==> src/rtl/afifo_rd_unpacker.sv <==
// afifo_rd_unpacker: pops wide words from a first-word-fall-through async FIFO
// read port and streams each word out as C_RATIO narrow beats, LSB beat first.
module afifo_rd_unpacker #(
  parameter int unsigned C_IN_WIDTH  = 32,
  parameter int unsigned C_RATIO     = 4,
  localparam int unsigned C_OUT_WIDTH = C_IN_WIDTH / C_RATIO,
  localparam int unsigned CNT_WIDTH   = (C_RATIO > 1) ? $clog2(C_RATIO) : 1
) (
  input  logic                   i_clk,
  input  logic                   i_rst,
  input  logic                   i_fifo_empty,
  input  logic [C_IN_WIDTH-1:0]  i_fifo_data,
  output logic                   o_fifo_ren,
  output logic                   o_valid,
  input  logic                   i_ready,
  output logic [C_OUT_WIDTH-1:0] o_data,
  output logic                   o_last,
  output logic                   o_busy
);

  // IDLE holds nothing; SHIFT holds a word and presents one of its beats.
  typedef enum logic {
    ST_IDLE  = 1'b0,
    ST_SHIFT = 1'b1
  } state_e;

  state_e                  state_q, state_d;
  logic [C_IN_WIDTH-1:0]   word_q,  word_d;
  logic [CNT_WIDTH-1:0]    cnt_q,   cnt_d;
  logic                    valid_q;
  logic                    accept;
  logic                    last;
  logic                    load;

  assign valid_q = (state_q == ST_SHIFT);

  // State, held word and beat index.
  always_ff @(posedge i_clk) begin
    if (i_rst) begin
      state_q <= ST_IDLE;
      word_q  <= '0;
      cnt_q   <= '0;
    end else begin
      state_q <= state_d;
      word_q  <= word_d;
      cnt_q   <= cnt_d;
    end
  end

  // Next state: advance the beat index on accept, refill on the last beat
  // (back-to-back) or drop to IDLE when the FIFO has nothing to give.
  always_comb begin
    state_d = state_q;
    word_d  = word_q;
    cnt_d   = cnt_q;
    last    = (cnt_q == CNT_WIDTH'(C_RATIO - 1));
    accept  = valid_q & i_ready;
    load    = !i_rst & !i_fifo_empty & (!valid_q | (accept & last));

    case (state_q)
      ST_IDLE: begin
        if (load) begin
          word_d  = i_fifo_data;
          cnt_d   = '0;
          state_d = ST_SHIFT;
        end
      end
      ST_SHIFT: begin
        if (accept) begin
          if (!last) begin
            cnt_d = cnt_q + CNT_WIDTH'(1);
          end else if (load) begin
            word_d = i_fifo_data;
            cnt_d  = '0;
          end else begin
            cnt_d   = '0;
            state_d = ST_IDLE;
          end
        end
      end
    endcase
  end

  // Beat select: beat 0 is the least significant slice of the word.
  always_comb begin
    o_data = '0;
    for (int i = 0; i < int'(C_RATIO); i++) begin
      if (cnt_q == CNT_WIDTH'(i)) begin
        o_data = word_q[i*C_OUT_WIDTH +: C_OUT_WIDTH];
      end
    end
  end

  // The pop is combinational so the FIFO head can be taken in the same
  // cycle the last beat of the previous word is accepted.
  assign o_fifo_ren = load;
  assign o_valid    = valid_q;
  assign o_busy     = valid_q;
  assign o_last     = last;

endmodule

==> config.mk <==
export PLATFORM = sky130hd
export DESIGN_NAME = afifo_rd_unpacker
export DESIGN_NICKNAME = d
export VERILOG_FILES = /design/src/rtl/afifo_rd_unpacker.sv
export SDC_FILE = /design/constraint.sdc
export NUM_CORES = 1
export LEC_CHECK = 0
export ABC_AREA = 1
export BUFFER_PORTS_ARGS = -buffer_cell sky130_fd_sc_hd__buf_2
export CAP_MARGIN = 5
export CORE_UTILIZATION = 52
export CTS_CLUSTER_SIZE = 10
export DETAILED_ROUTE_END_ITERATION = 16
export GPL_TIMING_DRIVEN = 0
export MAX_ROUTING_LAYER = met4
export PLACE_DENSITY = 0.79
export SETUP_SLACK_MARGIN = 0.2
export SLEW_MARGIN = 0
export SYNTH_ARGS = -nofsm -noshare
export SYNTH_HDL_FRONTEND = slang
export SYNTH_SLANG_ARGS = --single-unit
==> constraint.sdc <==
create_clock -name i_clk -period 1.9 [get_ports i_clk]
set_clock_uncertainty 0.05 [all_clocks]
set_input_delay 0.095 -clock i_clk [delete_from_list [all_inputs] [get_ports i_clk]]
set_output_delay 0.095 -clock i_clk [all_outputs]
set_load 0.02 [all_outputs]
Word-level counts from Yosys, hierarchy flattened
Cells that the tools add are included.

word-level totals
  flip-flop bits (word level) = 35
  input bits = 36
  output and inout bits = 12
  logic and storage cells = 38

operators by class
  add/subtract/negate cells = 1
  equal/unequal tests = 6
  muxes and demuxes = 16
  bitwise operators = 6
  reduce and logical (&&, ||, !) cells = 6

operators by type and width
  kind                                                   number
  2-to-1 mux 32 bit                                      3
  case mux 32 bit (2 select lines)                       1
  2-to-1 mux 8 bit                                       4
  2-to-1 mux 2 bit                                       3
  bitwise AND 1 bit                                      4
  == test 2 bit, second input constant                   2
  inequality test 2 bit, second input constant           2
  case mux 2 bit (2 select lines)                        1
  AND reduction 2 bit                                    2
  zero test 1 bit                                        3
  2-to-1 mux 1 bit                                       3
  adder 2 x 1 -> 2 bit, second input constant            1
  == test 2 x 1 -> 1 bit, second input constant          1
  zero test 2 bit                                        1
  inequality test 2 x 1 -> 1 bit, second input constant  1
  case mux 1 bit (2 select lines)                        1
  NOT 1 bit                                              1
  OR 1 bit                                               1

Longest topological paths before layout
Gate-level depths: netlist of the first run.

  depth after elaboration = 8
  depth in mapped cells = 8
  mapped depth without buffers = 7

Worst setup path after synthesis of the first run
OpenSTA, ideal clock, no wires.

  path type = reg-to-output
  start point = register cnt_q[0]
  end point = output port o_fifo_ren
  data arrival time = 1561 ps
  required time = 1755 ps
  slack = 194 ps
  cell stages (with the launch flop) = 8
  path buffers = 2
  cell sequence = dfxtp_1 -> ha_1 -> buf_2 -> inv_2 -> o21ai_4 -> nand2_4 -> buf_6 -> inv_1

on the way
  word-level cells in the longest chain between the ends = 4

ends and longest elaborated chain
  what                    RTL line  source
  start, declared         29        logic [CNT_WIDTH-1:0] cnt_q, cnt_d;
  start signal, assigned  46        cnt_q <= cnt_d;
  == test 2 bit           56        last = (cnt_q == CNT_WIDTH'(C_RATIO - 1));
  named net o_last        17        output logic o_last,
  bitwise AND 1 bit       58        load = !i_rst & !i_fifo_empty & (!valid_q | (accept & last));
  OR 1 bit                58
  bitwise AND 1 bit       58
  end, declared           13        output logic o_fifo_ren,

The timed path passes the listed nets, and every way through them passes these cells.

Worst setup path after layout of the first run
  start point = register cnt_q[1]
  end point = output port o_data[3]

on the way
  word-level cells in the longest chain between the ends = 5
  elaborated cells between the ends (all ways) = 8
  classes of those cells = eq/ne (3); mux (4); reduce/logical (1)

ends and longest elaborated chain
  what                            RTL line  source
  zero test 2 bit                 88        if (cnt_q == CNT_WIDTH'(i)) begin
  2-to-1 mux 8 bit (3 in series)  88
  2-to-1 mux 8 bit *              88
  end, declared                   16        output logic [C_OUT_WIDTH-1:0] o_data,

Mark *: on every way between the ends. The rest lies on a longest branch, timed or not.

==> results of run 1 <==
[per-layer routing]
layer	vias to the layer above	part of all wire, %	GRT usage [%]
met5	-	0	-
met4	0	2.5	9.84
met3	18	5.4	8.19
met2	75	52	56.2
met1	975	40	38.5
li1	1072	-	-
[repair_timing]
action / 4_1_cts / 5_1_grt
resized for setup: 61 / 16
cloned: 1 / 0
endpoints found under the hold margin: 35 / 0
pin swaps: 12 / 7
setup endpoints to repair: 39 / 9
hold buffers: 34 / 0
setup buffers: 4 / 3
[cell usage in the layout (no fill, tap or decap), types with 2 or more instances in the layout]
master and n:
nand2_1 83, buf_2 41, nand3_1 37, nor2_1 36, dlygate4sd3_1 34, inv_1 33
dfxtp_1 33, buf_4 15, a21oi_2 11, buf_6 8, a21oi_1 8, nand3_2 6
clkbuf_4 6, clkbuf_1 4, ha_4 4, inv_4 3, nand2_2 3, o21ai_1 3
buf_8 2, dfxtp_4 2
[state kept, by name, indices dropped and copies added (netlist names)]
signal,count
word_q,32
o_busy,1
cnt_q,2
[worst max path at each step]
stage / startpoint / to / cells after the start
after floorplan: cnt_q[0] / o_fifo_ren / 7
final: cnt_q[1] / o_data[3] / 9
after CTS: cnt_q[1] / o_data[4] / 9
after global routing: cnt_q[0] / o_data[4] / 7
after global placement: cnt_q[0] / o_fifo_ren / 8
after detailed placement: cnt_q[1] / o_fifo_ren / 8
[worst max-delay path, delay by kind of cell, from the launching register on]
family          cells  cell delay, ps
buf+inv             4             450
compound gates      1              90
fa+ha+maj           1             170
flops               1             410
simple gates        3             220
[report_power, final]
group | total [mW] | switching [mW] | internal (mW)
logic | 0.436 | 0.229 | 0.207
clock network | 0.369 | 0.238 | 0.132
registers | 0.815 | 0.0324 | 0.783
total | 1.62 | 0.499 | 1.12
[synthesized netlist by cell type, drive strengths merged]
cell	instances	share of area [%]
o21ai	5	2.0
a21oi	19	5.2
clkbuf	5	1.0
nand3	43	12
nand4	1	0.34
ha	4	2.7
inv	39	8.0
nor2	37	7.7
buf	13	5.0
nand2	87	18
dfxtp	35	38
[layout make-up]
type	instances	area [um2]	area share [%]
Clock buffer	6	41.3	1.46
Timing Repair Buffer	88	672	23.8
Buffer	18	164	5.80
Inverter	39	171	6.07
Multi-Input combinational cell	196	1010	35.8
Sequential cell	35	708	25.1
Tap cell	46	57.6	2.04
[per-stage QoR]
stage | hold WS (ps) | instances
after global routing | 105 | 428
final | 95.3 | 428
after CTS | 98.1 | 425
after global placement | 252 | 380
after detailed placement | 253 | 380
after floorplan | 141 | 288
[cell families after synthesis]
family / count (synthesis) / synth area share [%]
flip-flops: 35 / 38.1
buffers and inverters: 57 / 14.0
adder cells (fa/ha/maj): 4 / 2.72
AO/OA/AOI/OAI: 24 / 7.14
AND/OR/NAND/NOR: 168 / 38.0
==> impl_results.md, run 1 <==
* Critical path arrival at 1690 ps
* Setup_tns at 0 ps
* Root Driver: clkbuf_4
* Worst-path clk slew at 100 ps
* Initial DRC Count at 150
* Clock latency on the worst-skew pair at 330 ps
* Drt pass-1 iters at 4
* Fin crit period at 1830 ps
* Total track usage at 33.1%
* Share of layout cells above drive strength 1 at 28.8%
* Initial antenna violation count at 0
* Seq/Total Area, Yosys at 38.1%
* Hold Path Depth at 4
* Core Util, Final at 84.0%
* Final critical-path share of the clock period at 96.4%
* Hold path endpoint: word_q[7]
* Worst Hold Launch: i_rst
* Slew headroom at 67.9%
* Area Growth Syn to Fin at 53.6%
* Count of different cell masters after synthesis at 19
* Average routed wire per standard cell at 13.9 um
* Cells after Synth at 288
* First-pass GRT wire length at 8670 um
* Deepest clock path buffer count at 2
* Max VDD drop at 0.534 mV
* Leak at 1.38 nW
* Setup WS pre-CTS at 33.4 ps
* Clk sink count at 35
* Hold Path Class: input pin to flop
* Die outline height at 61.5 um
* Via/cell ratio at 5.00
* Remaining antenna violation count after routing at 0
* Critical Path RT at 1750 ps
* Starting density of the core at 54.7%
* Yosys reg bits at 35
* Max Freq at 546 MHz
* Design Power at 1.62 mW
* WS Path Type: flop to output pin
* Via Count at 2140
* Die Area at 3780 um2
* Crit-path cells: inv_4 > ha_4 > clkbuf_16 > clkinv_8 > nand3_2 > nand2_1 > nand2_1 > o21ai_1 > buf_4
* Mapped Avg Cell Area at 6.39 um2
* Vias in the first global route at 1948
* Top-Level Pins at 48
* Maximum Capacitance Violations at 0
* Final setup margin at 67.9 ps
* PortBufs at 46
* DRT Wirelength at 5950 um
* Power Density at 574 nW/um2
* Final nets at 423
* CP most frequent cell: nand2_1
* Run status: completed
* DRC Markers at 0
* R2R cell count at 10
* Largest net degree at the start of global routing at 11
* Final setup violation count at 0
* Max-slew violations at 0
* RSZ-0062 raised after global routing: yes
* Synthesized cell area at 1840 um2
* Placed instance area at 2130 um2
* R2r setup slk at 190 ps
* Overflow after GRT at 0
* Reg2reg end: word_q[20]
* Crit-path slowest cell: dfxtp_4
* Worst R2R Start: cnt_q[0]
* H-Tree Depth at 2
* Core area at 3360 um2
* CTS tree: done
* Warnings, synthesis at 0
* Worst Max-Slew Pin Slew at 481 ps
* CTS buffer count at 5
* CP startpoint kind: flop
* Antenna Diode Count at 0
* Global placement routability congestion at 0.831
* Design Area, Final at 2830 um2
* CP Capture Type: output pin
* Crit-path max FO at 8
* Die extent in x at 61.5 um
* Syn Nets at 328
* Slowest stage delay, CP at 410 ps
* Post-DP HPWL at 3030 um
* # rows at 21
* # fillers at 216
* Final Hold Vio Count at 0
Power figures use the tool's default switching activity.
==> inputs of run 2 (changes only) <==
Settings changed: ABC_CLOCK_PERIOD_IN_PS from default to 1800, BUFFER_PORTS_ARGS -buffer_cell sky130_fd_sc_hd__buf_2 to default, CORE_UTILIZATION 52 to 62, DONT_BUFFER_PORTS from default to 1, PLACE_DENSITY 0.79 to 0.78.
Clock period 1.9 ns to 1.8 ns, I/O delays scaled along.
==> impl_results.md, run 2 <==
* Synth top cells by count: nand2_1, nand3_1, inv_1
* Top-Level Pins at 48 (unchanged)
* Mapped Avg Cell Area at 6.39 um2 (unchanged)
* Cells after Synth at 288 (unchanged)
* Failing step: 5_1_grt
* Worst_ep kind: output port
* Deepest clock path buffer count at 2 (unchanged)
* Run status: did not finish
* Count of different cell masters after synthesis at 19 (unchanged)
* EDFF count, synth at 0 (unchanged)
* First error: [ERROR DPL-0038] Utilization greater than 100%, impossible to legalize
* Setup WS pre-CTS at -43.0 ps (-76.4 ps)
* PortBufs at 0 (-100%)
* Post-DP HPWL at 2880 um (-5.1%)
* GR repair worst EP: o_data[2]
* Clk sink count at 35 (unchanged)
* Synthesized cell area at 1840 um2 (unchanged)
* Syn Nets at 328 (unchanged)
* Top post-synthesis cells by area: dfxtp_1, nand2_1, nand3_1
* Global placement routability congestion at 0.864 (+4.0%)
* Count leader, synth: nand2_1
* Seq/Total Area, Yosys at 38.1% (unchanged)
* Die extent in x at 56.5 um (-8.1%)
* Die outline height at 56.5 um (-8.1%)
* # rows at 19 (-9.5%)
* FFs w/ async S/R, synth at 0% (unchanged)
* Top_reg_cell synth: dfxtp_1
* Yosys reg bits at 35 (unchanged)
* H-Tree Depth at 2 (unchanged)
* Root Driver: clkbuf_4
* CTS buffer count at 5 (unchanged)
* Warnings, synthesis at 0 (unchanged)
* Area leader, netlist: dfxtp_1
* Starting density of the core at 66.1% (+11 points)
* Yosys top cell area share at 38.1% (unchanged)
* Largest net degree at the start of global routing at 12
## run 2: cell families after synthesis
group	Yosys count	share of synthesized area, %
buffers and inverters	57	14.0
adders and majority gates	4	2.72
and+or+nand+nor	168	38.0
AOI/OAI and AO/OA	24	7.14
DFF	35	38.1
## run 2: what timing repair did
item	in CTS
setup endpoints to repair	42
resized for setup	58
buffers inserted	7
gates cloned	1
hold buffers	34
endpoints found under the hold margin	35
pin swaps	10
## run 2: through the flow
| step | hold slack, ps | setup TNS (ps) | utilization (%) | instances | instance area, um2 |
|---|---|---|---|---|---|
| CTS | 61.4 | 0 | 92.5 | 369 | 2570 |
| detailed placement | 140 | -128 | 68.0 | 319 | 1890 |
| global placement | 137 | -141 | 68.0 | 319 | 1890 |
| floorplan | 136 | 0 | - | 288 | 1850 |
==> inputs of run 3 (changes only) <==
Settings changed: CORE_UTILIZATION 62 to 40, CTS_CLUSTER_SIZE 10 to default, MAX_ROUTING_LAYER met4 to default, PLACE_DENSITY 0.78 to default, PLACE_DENSITY_LB_ADDON from default to 0.15, SETUP_SLACK_MARGIN 0.2 to default.
==> impl_results.md, run 3 (synthesis gave the netlist of run 1 again) <==
* Run status: completed
* Maximum Capacitance Violations at 0
* H-Tree Depth at 2 (unchanged)
* Final Hold Vio Count at 0
* Crit. path cell count at 7
* Psw at 0.514 mW
* Share of layout cells above drive strength 1 at 14.5%
* Critical Path RT at 1660 ps
* Remaining antenna violation count after routing at 0
* Overflow after GRT at 0
* Placed instance area at 1900 um2 (+0.73%)
* Deepest clock path buffer count at 2 (unchanged)
* Die Area at 4870 um2
* DRT Wirelength at 4670 um
* Crit-path cells: ha_4 > buf_8 > inv_4 > o21ai_4 > nand2_4 > buf_6 > inv_2
* Largest net degree at the start of global routing at 11
* Initial DRC Count at 97
* Cell internal pwr at 1.25 mW
* Top-Level Pins at 48 (unchanged)
* PortBufs at 0 (unchanged)
* Max Freq at 572 MHz
* Final nets at 369
* Antenna Diode Count at 0
* Via Count at 1841
* Die extent in x at 69.8 um (+24%)
* Setup_tns at 0 ps
* Buf/Inv on CP at 4
* Most frequent cells in the layout: nand2_1, nand3_1, nor2_1
* Max-slew violations at 0
* Crit-path slowest cell: dfxtp_4
* Starting density of the core at 42.0% (-24 points)
* WS Path Type: flop to output pin
* CP Capture Type: output pin
* Total track usage at 20.2%
* Post-DP HPWL at 3190 um (+11%)
* Design Power at 1.76 mW
* Leak at 1.13 nW
* Hold Path Depth at 4
* Vias in the first global route at 1708
* Root Driver: clkbuf_8
* Hold Path Class: input pin to flop
* Slew headroom at 70.3%
* Via/cell ratio at 4.82
* Design Area, Final at 2460 um2
* Critical path arrival at 1610 ps
* Area Growth Syn to Fin at 33.7%
* Sequential power share at 48.6%
* Global placement routability congestion at 0.739 (-14%)
* Core area at 4380 um2
* Crit-path leading delay family: buffers and inverters
* Average routed wire per standard cell at 12.2 um
* Die outline height at 69.8 um (+24%)
* Commonest non-fill, non-tap cell in the layout: nand2_1
* Clk sink count at 35 (unchanged)
* Worst Max-Slew Pin Slew at 445 ps
* Worst-path clk slew at 70 ps
* Comb pwr share at 20.0%
* Drt pass-1 iters at 5
* Final critical-path share of the clock period at 97.2%
* DRC Markers at 0
* Max VDD drop at 0.341 mV
* CTS tree: done
* Power Density at 717 nW/um2
* Initial antenna violation count at 0
* Switching Share at 29.2%
* R2R cell count at 8
* Clock latency on the worst-skew pair at 290 ps
* CP startpoint kind: flop
* Final setup violation count at 0
* Reg with most FFs: word_q
* Fin crit period at 1750 ps
* First-pass GRT wire length at 7730 um
* # rows at 24 (+5)
* Slowest stage delay, CP at 380 ps
* CTS buffer count at 5 (unchanged)
* Max reg flops at 32
* Core Util, Final at 56.1%
* Crit-path max FO at 10
* Clk pwr share at 31.4%
## run 3: worst paths after layout
path	start	to	slack [ps]
max	cnt_q[1]	o_fifo_ren	50
min	i_rst	word_q[6]	160
max reg2reg	cnt_q[1]	word_q[21]	220
min reg2reg	word_q[3]	word_q[3]	470
## run 3: per-layer routing
layer | GRT usage, % | routed length, um | up-vias | share of wire, %
li1 | - | - | 962 | -
met1 | 27.5 | 2180 | 810 | 47
met2 | 30.7 | 2120 | 51 | 45
met3 | 4.22 | 206 | 18 | 4.4
met4 | 8.89 | 155 | 0 | 3.3
met5 | 0 | 0 | - | 0
## run 3: layout make-up
| class | instances | area [um2] |
|---|---|---|
| inverter | 39 | 149 |
| timing repair buffer | 36 | 355 |
| clock inverter | 1 | 5.00 |
| multi-input combinational | 196 | 981 |
| tap | 52 | 65.1 |
| fill | 419 | 1930 |
| clock buffer | 7 | 76.3 |
| buffer | 16 | 118 |
| sequential | 35 | 709 |
## run 3: power groups by stage
stage | registers, mW | clock network [mW] | logic (mW)
after CTS | 0.857 | 0.572 | 0.352
final | 0.857 | 0.554 | 0.352
after global placement | 0.874 | 0 | 0.257
after global routing | 0.861 | 0.597 | 0.394
after detailed placement | 0.874 | 0 | 0.260
after floorplan | 0.867 | 0 | 0.210
## run 3: repair_timing
action	in CTS	in global routing
gates resized for setup	32	7
pin swaps	4	3
endpoints found under the setup margin	42	9
hold buffers	34	0
buffers inserted	1	1
hold endpoints to repair	35	0
## run 3: stage by stage
stage                     hold WS (ps)  setup WS (ps)  std cells
after global routing               201          -1.11        382
final                              158           50.8        382
after CTS                          142           12.3        381
after global placement             138           -170        340
after detailed placement           145           -183        340
after floorplan                    136           98.6        288
## run 3: worst register-to-register path: stages (launching register included)
cell and delay [ps]:
dfxtp_4 380, ha_4 200, buf_8 130, inv_4 70, o21ai_4 190, buf_4 170
buf_4 170, nand3_1 90, nand2_1 80
==> inputs of run 4 (changes only) <==
Settings changed: CORE_MARGIN from default to 2.
==> impl_results.md, run 4 (synthesis gave the netlist of run 1 again) <==
* Met2 WL at 2310 um (+8.9%)
* CTS tree: done
* Initial DRC Count at 116 (+20%)
* Area Growth Syn to Fin at 36.5%
* Die extent in x at 71.8 um (+2.9%)
* Initial antenna violation count at 0 (unchanged)
* H-Tree Depth at 2 (unchanged)
* Core area at 4380 um2 (unchanged)
* CTS buffer count at 5 (unchanged)
* Post-Place Cells at 340 (unchanged)
* Final setup margin at 69.6 ps (+18.8 ps)
* Critical Path RT at 1660 ps (about the same)
* DRC Markers at 0 (unchanged)
* Final Non-Filler Cells at 387 (+1.3%)
* Worst-path clk slew at 70 ps (about the same)
* Average routed wire per standard cell at 12.8 um (+5.0%)
* Final setup violation count at 0 (unchanged)
* Antenna Diode Count at 0 (unchanged)
* CP startpoint kind: flop
* Leak at 1.16 nW (+2.3%)
* Setup WS pre-CTS at -198 ps (-14.6 ps)
* Largest net degree at the start of global routing at 11 (unchanged)
* Hold Path Class: input pin to flop
* Via/cell ratio at 4.78 (-0.76%)
* Crit-path max FO at 10 (unchanged)
* Power Density at 710 nW/um2 (-1.0%)
* Vias in the first global route at 1728 (+1.2%)
* Critical path arrival at 1590 ps (-20 ps)
* Max-slew violations at 0 (unchanged)
* Via Count at 1851 (+0.54%)
* Worst Max-Slew Pin Slew at 459 ps (+14.4 ps)
* Die outline height at 71.8 um (+2.9%)
* # rows at 24 (unchanged)
* Starting density of the core at 42.0% (unchanged)
* Slew headroom at 69.4% (-0.96 points)
* Commonest non-fill, non-tap cell in the layout: nand2_1
* PortBufs at 0 (unchanged)
* M1 WL at 2290 um (+5.0%)
* Max Freq at 578 MHz (+1.1%)
* Remaining antenna violation count after routing at 0 (unchanged)
* Die Area at 5160 um2 (+5.8%)
* Top Metal Used: met4
* Root Driver: clkbuf_8
* Reg with most FFs: word_q
* CP Capture Type: output pin
* Run status: completed
* # fillers at 433 (+3.3%)
* Final critical-path share of the clock period at 96.1% (-1.0 points)
* Drt pass-1 iters at 4 (-1)
* R2r setup slk at 180 ps (-40 ps)
* DRT Wirelength at 4970 um (+6.4%)
* Deepest clock path buffer count at 2 (unchanged)
* Most frequent cells in the layout: nand2_1, nand3_1, nor2_1
* RSZ-0062 raised after global routing: no
* Top-Level Pins at 48 (unchanged)
* Clk sink count at 35 (unchanged)
* Maximum Capacitance Violations at 0 (unchanged)
* WS Path Type: flop to output pin
* Overflow after GRT at 0 (unchanged)
* Post-DP HPWL at 3240 um (+1.6%)
* Max VDD drop at 0.442 mV (+29%)
* Global placement routability congestion at 0.781 (+5.6%)
* Final nets at 374 (+1.4%)
* Setup_tns at 0 ps (unchanged)
* Share of layout cells above drive strength 1 at 15.8% (+1.3 points)
* Final Hold Vio Count at 0 (unchanged)
* Total track usage at 20.4% (+0.26 points)
* WL met3 at 270 um (+31%)
* Clock latency on the worst-skew pair at 290 ps (about the same)
* First-pass GRT wire length at 8130 um (+5.1%)
* Fin crit period at 1730 ps (-18.8 ps)
* Core Util, Final at 57.2% (+1.2 points)
* Max reg flops at 32 (unchanged)
[run 4: stage by stage]
stage	instance area (um2)	hold WS, ps	total power, mW
floorplan	1840	136	1.08
global placement	1900	139	1.13
detailed placement	1900	141	1.13
CTS	2430	159	1.78
global route	2510	203	1.87
finish	2510	169	1.78
[run 4: worst max-delay path, stage by stage, from the launching register on]
cell and delay [ps]:
dfxtp_4 380, inv_1 80, ha_2 210, buf_4 180, inv_2 110, nand3_2 110, a21oi_4 230
[run 4: cell type report]
cell class	instances	area, um2	area share [%]
multi-input cells	196	991	39.5
clock buffers	7	76.3	3.04
clock inverters	1	5.00	0.199
flip-flops and latches	35	709	28.3
inverters	39	153	6.08
plain buffers	16	118	4.69
well taps	52	65.1	2.59
repair buffers	41	393	15.7
[run 4: power by group]
group / leakage [nW] / internal, mW / switching [mW]
clock network: 0.0422 / 0.272 / 0.287
registers: 0.290 / 0.827 / 0.0318
logic: 0.827 / 0.157 / 0.207
[run 4: timing repair]
| action | CTS | global route |
|---|---|---|
| hold endpoints to repair | 35 | 0 |
| hold buffers | 34 | 0 |
| gates cloned | 0 | 0 |
| buffers inserted | 1 | 6 |
| gates resized for setup | 31 | 9 |
| endpoints found under the setup margin | 42 | 9 |
| pin swaps | 4 | 6 |
[run 4: final timing paths]
kind | start | endpoint | cells past startpoint
setup / recovery | cnt_q[0] | o_data[2] | 6
hold / removal | i_rst | word_q[5] | 4
setup reg to reg | cnt_q[0] | word_q[25] | 8
hold reg to reg | word_q[5] | word_q[5] | 4
[run 4: layer usage]
metal / GRT usage [%] / up-vias
met4: 7.55 / 0
li1: - / 970
met5: 0 / -
met2: 32.3 / 52
met3: 5.06 / 8
met1: 27.0 / 821
